## src/rtl/scene_pkg.sv

```systemverilog
// Scene sequencer shared definitions: scene codes seen by the renderer,
// the sequencer state encoding and a counter-width helper.
package scene_pkg;

    // Scene codes as presented to the VGA renderer
    localparam logic [1:0] SCN_TITLE = 2'b00;
    localparam logic [1:0] SCN_PLAY  = 2'b01;
    localparam logic [1:0] SCN_OVER  = 2'b10;

    // PAUSE is part of the encoding even when the pause feature is not built
    typedef enum logic [2:0] {
        INIT,
        TITLE,
        COUNTDOWN,
        PLAY,
        PAUSE,
        OVER_LOCK,
        OVER
    } state_t;

    // Scene code the renderer sees for each sequencer state
    function automatic logic [1:0] scene_of(input state_t s);
        case (s)
            COUNTDOWN, PLAY, PAUSE: return SCN_PLAY;
            OVER_LOCK, OVER:        return SCN_OVER;
            default:                return SCN_TITLE;
        endcase
    endfunction

    // Bits needed to hold 0..v; never narrower than one bit so a zero
    // parameter still yields a legal vector
    function automatic int cnt_width(input int v);
        return (v < 1) ? 1 : $clog2(v + 1);
    endfunction

endpackage

```

## src/rtl/tick_timer.sv

```systemverilog
// Loadable down-counter stepped by a tick enable. Saturates at zero and
// reports it through a zero flag. Load has priority over the tick.
module tick_timer #(
    parameter int W = 8
) (
    input  logic         clk,
    input  logic         rst,
    input  logic         load,
    input  logic [W-1:0] load_val,
    input  logic         tick,
    output logic [W-1:0] count,
    output logic         zero
);

    // Count register: reload, or step down on tick until zero
    // NOTE: sequential state uses non-blocking assignments so every flop samples pre-edge values.
    always_ff @(posedge clk or posedge rst) begin
        if (rst) begin
            count <= '0;
        end else if (load) begin
            count <= load_val;
        end else if (tick && (count != '0)) begin
            count <= count - W'(1);
        end
    end

    assign zero = (count == '0);

endmodule

```

## src/rtl/scene_sequencer.sv

```systemverilog
// Game scene sequencer: TITLE -> COUNTDOWN -> PLAY -> OVER_LOCK -> OVER -> TITLE,
// with a start countdown, a post-hit key lockout and a blanking fade on every
// scene change. Drives game_run / clear_game towards the game datapath.
// Optional pause state is built when the macro SCENE_PAUSE_EN is defined.
module scene_sequencer
    import scene_pkg::*;
#(
    parameter int TICKS_PER_DIGIT = 60,
    parameter int COUNT_DIGITS    = 3,
    parameter int LOCK_TICKS      = 60,
    parameter int FADE_TICKS      = 16
) (
    input  logic       clk,
    input  logic       rst,
    input  logic       tick,
    input  logic       hit,
    input  logic       key_press,
    input  logic       pause_req,
    input  logic [1:0] init_scene,
    output logic [1:0] scene,
    output logic       game_run,
    output logic       clear_game,
    output logic       blank,
    output logic [1:0] cd_digit
);

    // The digit and lock phases never overlap, so they share one timer
    localparam int TW = cnt_width((TICKS_PER_DIGIT > LOCK_TICKS) ? TICKS_PER_DIGIT : LOCK_TICKS);
    localparam int FW = cnt_width(FADE_TICKS);

    localparam logic [TW-1:0] DIGIT_RELOAD = TW'(TICKS_PER_DIGIT);
    localparam logic [TW-1:0] LOCK_RELOAD  = TW'(LOCK_TICKS);
    localparam logic [FW-1:0] FADE_RELOAD  = FW'(FADE_TICKS);
    localparam logic [1:0]    CD_START     = 2'(COUNT_DIGITS);
    localparam logic          FADE_ON      = (FADE_TICKS != 0);

    state_t          state;
    state_t          nxt_state;
    logic [1:0]      nxt_cd;
    logic            nxt_clear;
    logic            evt_taken;

    logic            tmr_load;
    logic [TW-1:0]   tmr_val;
    logic            tmr_tick;
    logic [TW-1:0]   tmr_cnt;
    logic            tmr_zero;

    logic            fade_load;
    logic            fade_tick;
    logic [FW-1:0]   fade_cnt;
    logic            fade_zero;
    logic            fade_next_nz;

`ifndef SCENE_PAUSE_EN
    // Pause request is accepted on the port but has no function in this build
    logic unused_pause;
    assign unused_pause = pause_req;
`endif

    // Transition decode: next state, countdown digit and timer reloads.
    // Priority among events: hit, then pause_req, then key_press.
    // NOTE: every always_comb output gets a default first so no latch is inferred.
    always_comb begin
        nxt_state = state;
        nxt_cd    = cd_digit;
        nxt_clear = 1'b0;
        evt_taken = 1'b0;
        tmr_load  = 1'b0;
        tmr_val   = DIGIT_RELOAD;

        case (state)
            INIT: begin
                if (init_scene == 2'b01) begin
                    nxt_state = COUNTDOWN;
                    nxt_clear = 1'b1;
                    nxt_cd    = CD_START;
                    tmr_load  = 1'b1;
                end else if (init_scene == 2'b10) begin
                    nxt_state = OVER;
                end else begin
                    nxt_state = TITLE;
                end
            end
            TITLE: begin
                if (key_press) begin
                    nxt_state = COUNTDOWN;
                    nxt_clear = 1'b1;
                    nxt_cd    = CD_START;
                    tmr_load  = 1'b1;
                    evt_taken = 1'b1;
                end
            end
            COUNTDOWN: begin
                // Expire on the tick that would bring the digit timer to zero
                if (tick && (tmr_cnt <= TW'(1))) begin
                    if (cd_digit <= 2'd1) begin
                        nxt_state = PLAY;
                    end else begin
                        nxt_cd   = cd_digit - 2'd1;
                        tmr_load = 1'b1;
                    end
                end
            end
            PLAY: begin
                if (hit) begin
                    nxt_state = OVER_LOCK;
                    tmr_load  = 1'b1;
                    tmr_val   = LOCK_RELOAD;
                    evt_taken = 1'b1;
`ifdef SCENE_PAUSE_EN
                end else if (pause_req) begin
                    nxt_state = PAUSE;
                    evt_taken = 1'b1;
`endif
                end
            end
`ifdef SCENE_PAUSE_EN
            PAUSE: begin
                if (pause_req) begin
                    nxt_state = PLAY;
                    evt_taken = 1'b1;
                end else if (key_press) begin
                    nxt_state = TITLE;
                    evt_taken = 1'b1;
                end
            end
`endif
            OVER_LOCK: begin
                if (tmr_zero) begin
                    nxt_state = OVER;
                end
            end
            OVER: begin
                if (key_press) begin
                    nxt_state = TITLE;
                    evt_taken = 1'b1;
                end
            end
            default: begin
                nxt_state = INIT;
            end
        endcase

        if (nxt_state != COUNTDOWN) begin
            nxt_cd = 2'd0;
        end
    end

    // Timer stepping: a tick coinciding with an accepted event is dropped.
    // Leaving INIT counts as a scene change so blanking ends cleanly after reset.
    assign tmr_tick  = tick && !evt_taken && ((state == COUNTDOWN) || (state == OVER_LOCK));
    assign fade_load = (state == INIT) || (scene_of(nxt_state) != scene);
    assign fade_tick = tick && !evt_taken && (state != PAUSE);

    // Blank stays up while the fade counter will still be non-zero after this edge
    assign fade_next_nz = fade_load ? FADE_ON
                                    : (!fade_zero && !(fade_tick && (fade_cnt == FW'(1))));

    tick_timer #(.W(TW)) u_phase_timer (
        .clk      (clk),
        .rst      (rst),
        .load     (tmr_load),
        .load_val (tmr_val),
        .tick     (tmr_tick),
        .count    (tmr_cnt),
        .zero     (tmr_zero)
    );

    tick_timer #(.W(FW)) u_fade_timer (
        .clk      (clk),
        .rst      (rst),
        .load     (fade_load),
        .load_val (FADE_RELOAD),
        .tick     (fade_tick),
        .count    (fade_cnt),
        .zero     (fade_zero)
    );

    // State register with registered renderer/datapath outputs
    always_ff @(posedge clk or posedge rst) begin
        if (rst) begin
            state      <= INIT;
            scene      <= SCN_TITLE;
            game_run   <= 1'b0;
            clear_game <= 1'b0;
            blank      <= 1'b1;
            cd_digit   <= 2'd0;
        end else begin
            state      <= nxt_state;
            scene      <= scene_of(nxt_state);
            game_run   <= (nxt_state == PLAY);
            clear_game <= nxt_clear;
            blank      <= (nxt_state != PAUSE) && fade_next_nz;
            cd_digit   <= nxt_cd;
        end
    end

endmodule

```

## config.mk

```make
export PLATFORM = sky130hd
export DESIGN_NAME = scene_sequencer
export DESIGN_NICKNAME = d
export VERILOG_FILES = /design/src/rtl/scene_pkg.sv /design/src/rtl/tick_timer.sv /design/src/rtl/scene_sequencer.sv
export SDC_FILE = /design/constraint.sdc
export NUM_CORES = 1
export LEC_CHECK = 0
export ABC_AREA = 1
export BUFFER_PORTS_ARGS = -buffer_cell sky130_fd_sc_hd__buf_2
export CORE_ASPECT_RATIO = 1.5
export CORE_MARGIN = 2
export CORE_UTILIZATION = 57
export DETAILED_ROUTE_END_ITERATION = 7
export GPL_ROUTABILITY_DRIVEN = 0
export PLACE_DENSITY = 0.86
export SETUP_SLACK_MARGIN = 0.05
export SKIP_LAST_GASP = 1
export SYNTH_ARGS = -nofsm -noshare
export SYNTH_HDL_FRONTEND = slang
export SYNTH_SLANG_ARGS = --single-unit
export TNS_END_PERCENT = 100
```

## constraint.sdc

```tcl
create_clock -name clk -period 2.1 [get_ports clk]
set_input_delay 0.105 -clock clk [delete_from_list [all_inputs] [get_ports clk]]
set_output_delay 0.105 -clock clk [all_outputs]
set_load 0.03 [all_outputs]
```

==> results.json <==
{
  "synth_area_mm2": 0.00135,
  "fp.coreArea_mm2": 0.00223,
  "synth_compound_area_share_pct": 9.12,
  "synth_fa_ha_area_share_pct": 7.44,
  "critPathKind": "reg -> reg",
  "worst_slew_margin_rel_pct": 46.3,
  "area_growth_pct": 9.95,
  "port_buffers": 13,
  "drt-pass1-iter-count": 4,
  "dp_cells": 216,
  "synth_cell_types": 24,
  "status": "finished clean",
  "cts-root-buf": "clkbuf_4",
  "die_h_um": 63.5,
  "cts_setup_buffers": 0,
  "startpoint_type": "flop",
  "max-cap-violations": 0,
  "clock_latency_ns": 0.31,
  "synth_top_family_by_area": "simple AND/OR/NAND/NOR gates",
  "p_per_area_mw_per_mm2": 1380,
  "num_rows": 21,
  "layout_common_cells": "nand2_1 (39), inv_1 (22), nand3_1 (21), nor2_1 (21), dfrtp_1 (20)",
  "vias": 1258,
  "final_layout_size_suffix_gt1_share_pct": 18.7,
  "fin_setup_tns_ns": 0,
  "fin_cells": 221,
  "arrival_ns": 2.06,
  "netlist_top_cells_area": "dfrtp_1 (37%), nand2_1 (11%), nand3_1 (7.8%), ha_1 (7.4%), inv_1 (6.1%)",
  "antenna_cells": 0,
  "yosysWarnings": 0,
  "worstMarginPinSlew_ns": 0.805,
  "grt_pass1_vias": 1266,
  "power.leakage_nw": 0.764,
  "dpl_cell_area_mm2": 0.00144,
  "worstSetupEndpointType": "flop",
  "finalWirelength_mm": 3.01,
  "vdd_drop_max_v": 0.000856,
  "htree_levels": 1,
  "drt_iter0_markers": 28,
  "finClkSkew_ns": 0.00135,
  "finalCriticalPeriod_ns": 1.85,
  "yosys.area.top_type": "dfrtp_1",
  "finalSetupViolCount": 0,
  "rsz0062_at_grt": "false",
  "drc_errors": 0,
  "dp_hpwl_mm": 2.34,
  "grt_usage_pct": 25.4,
  "drv_slew": 0,
  "hold_class": "in -> reg",
  "max_freq_mhz": 540,
  "final_common_cell": "nand2_1",
  "grt_max_degree": 22,
  "clk_pin_slew_ns": 0.12,
  "initial_utilization_pct": 60.2,
  "ctsLongestPathBuffers": 2,
  "period_share_pct": 88.3,
  "cts_tree": "done",
  "cts_buffers": 3,
  "required_ns": 2.31,
  "final_nets": 215,
  "netlist.area_leader.share_pct": 37.2,
  "dieWidth_um": 43.7,
  "via_per_inst": 5.69,
  "synth_seq_cells": 21,
  "grt_overflow_total": 0,
  "hold_viol": 0,
  "grt_pass1_wl_mm": 5.39,
  "synth_xor_area_share_pct": 1.30,
  "antenna_found_initial": 0,
  "yosys.area_share.simple_pct": 34.9,
  "wl_per_cell_um": 13.6,
  "synthMuxAreaShare_pct": 0,
  "postSynthCellCount": 180,
  "postRouteAntennaNets": 0,
  "fin_area_mm2": 0.00148,
  "clock-sinks": 21,
  "synth_nets": 196,
  "die_area_mm2": 0.00277,
  "syn_area_per_cell_um2": 7.47,
  "synth-seq-area-share_pct": 39.2,
  "pin_count": 15,
  "crit_fanout": 5
}
path summary, 6_finish.rpt:
| path | startpoint | to | slack (ns) | cells after the start |
|---|---|---|---|---|
| max | u_phase_timer.count[0]$_DFFE_PP0P_ | cd_digit[1]$_DFFE_PP0P_ | 0.25 | 9 |
| min | key_press | clear_game$_DFF_PP0_ | 0.15 | 3 |
| max reg2reg | u_phase_timer.count[0]$_DFFE_PP0P_ | cd_digit[1]$_DFFE_PP0P_ | 0.25 | 9 |
| min reg2reg | u_phase_timer.count[2]$_DFFE_PP0P_ | u_phase_timer.count[2]$_DFFE_PP0P_ | 0.52 | 1 |
| max in group asynchronous | rst | clear_game$_DFF_PP0_ | 1.13 | 3 |
| min in group asynchronous | rst | u_phase_timer.count[4]$_DFFE_PP0P_ | 0.48 | 3 |
critical path, stage by stage, from the launching register on:
cell	delay, ns
dfrtp_1	0.41
inv_1	0.07
ha_1	0.26
o21ai_1	0.17
nor2_1	0.08
nand2_1	0.06
nand2_1	0.07
nor2_2	0.14
nand3_1	0.16
a211oi_1	0.33
where the power goes:
group          switching, mW  internal [mW]
sequential             0.126          0.532
combinational          0.808          0.383
clock                  0.128         0.0713
metal layers:
layer	up-vias	track usage (%)	share of wire (%)	routed length, µm
met5	-	0	0	0
met1	611	26.2	37	1120
met2	21	48.0	58	1760
met4	0	11.0	2.8	83
met3	11	3.15	1.4	43
li1	615	-	-	-
repair_timing:
| item | CTS | global route |
|---|---|---|
| gates resized for setup | 0 | 2 |
| hold endpoints to repair | 20 | 0 |
| hold buffers | 1 | 0 |
| setup endpoints to repair | 0 | 3 |
flip-flops by register name (all words and copies together) (netlist names):
| name | count |
|---|---|
| u_phase_timer.count | 6 |
| u_fade_timer.count | 5 |
| state | 3 |
| cd_digit | 2 |
| scene | 2 |
| blank | 1 |
| clear_game | 1 |
| game_run | 1 |
layout make-up:
cell class | count | area (µm²)
Timing Repair Buffer | 14 | 75.1
Tap cell | 23 | 28.8
Fill cell | 198 | 754
Clock buffer | 3 | 22.5
Inverter | 29 | 109
Multi-Input combinational cell | 130 | 712
Clock inverter | 1 | 5.00
Sequential cell | 21 | 527
Yosys cell counts (all sizes together):
cell / instances
nand2: 40
inv: 28
nor2: 28
nand3: 23
dfrtp: 20
o21ai: 11
ha: 8
a21oi: 6
nand4: 4
nor3: 3
a211oi: 2
nand3b: 2
xor2: 2
a21boi: 1
clkinv: 1
dfstp: 1
cell families after synthesis:
kind of cell / Yosys count
adders and majority gates: 8
AOI/OAI and AO/OA: 20
xor gates and xnor gates: 2
DFF: 21
buffers and inverters: 29
and+or+nand+nor: 100
through the flow:
step                      util (%)  total power [mW]  setup WS, ns  hold WS (ns)
after floorplan                  -              1.55         0.535        0.0808
after global placement        64.4              1.76         0.304         0.280
after detailed placement      64.4              1.83         0.251         0.293
after CTS                     66.1              2.03         0.223         0.128
after global routing          66.2              2.23        0.0822         0.156
final                         66.2              2.05         0.246         0.149
(Power assumes the default switching activity.)
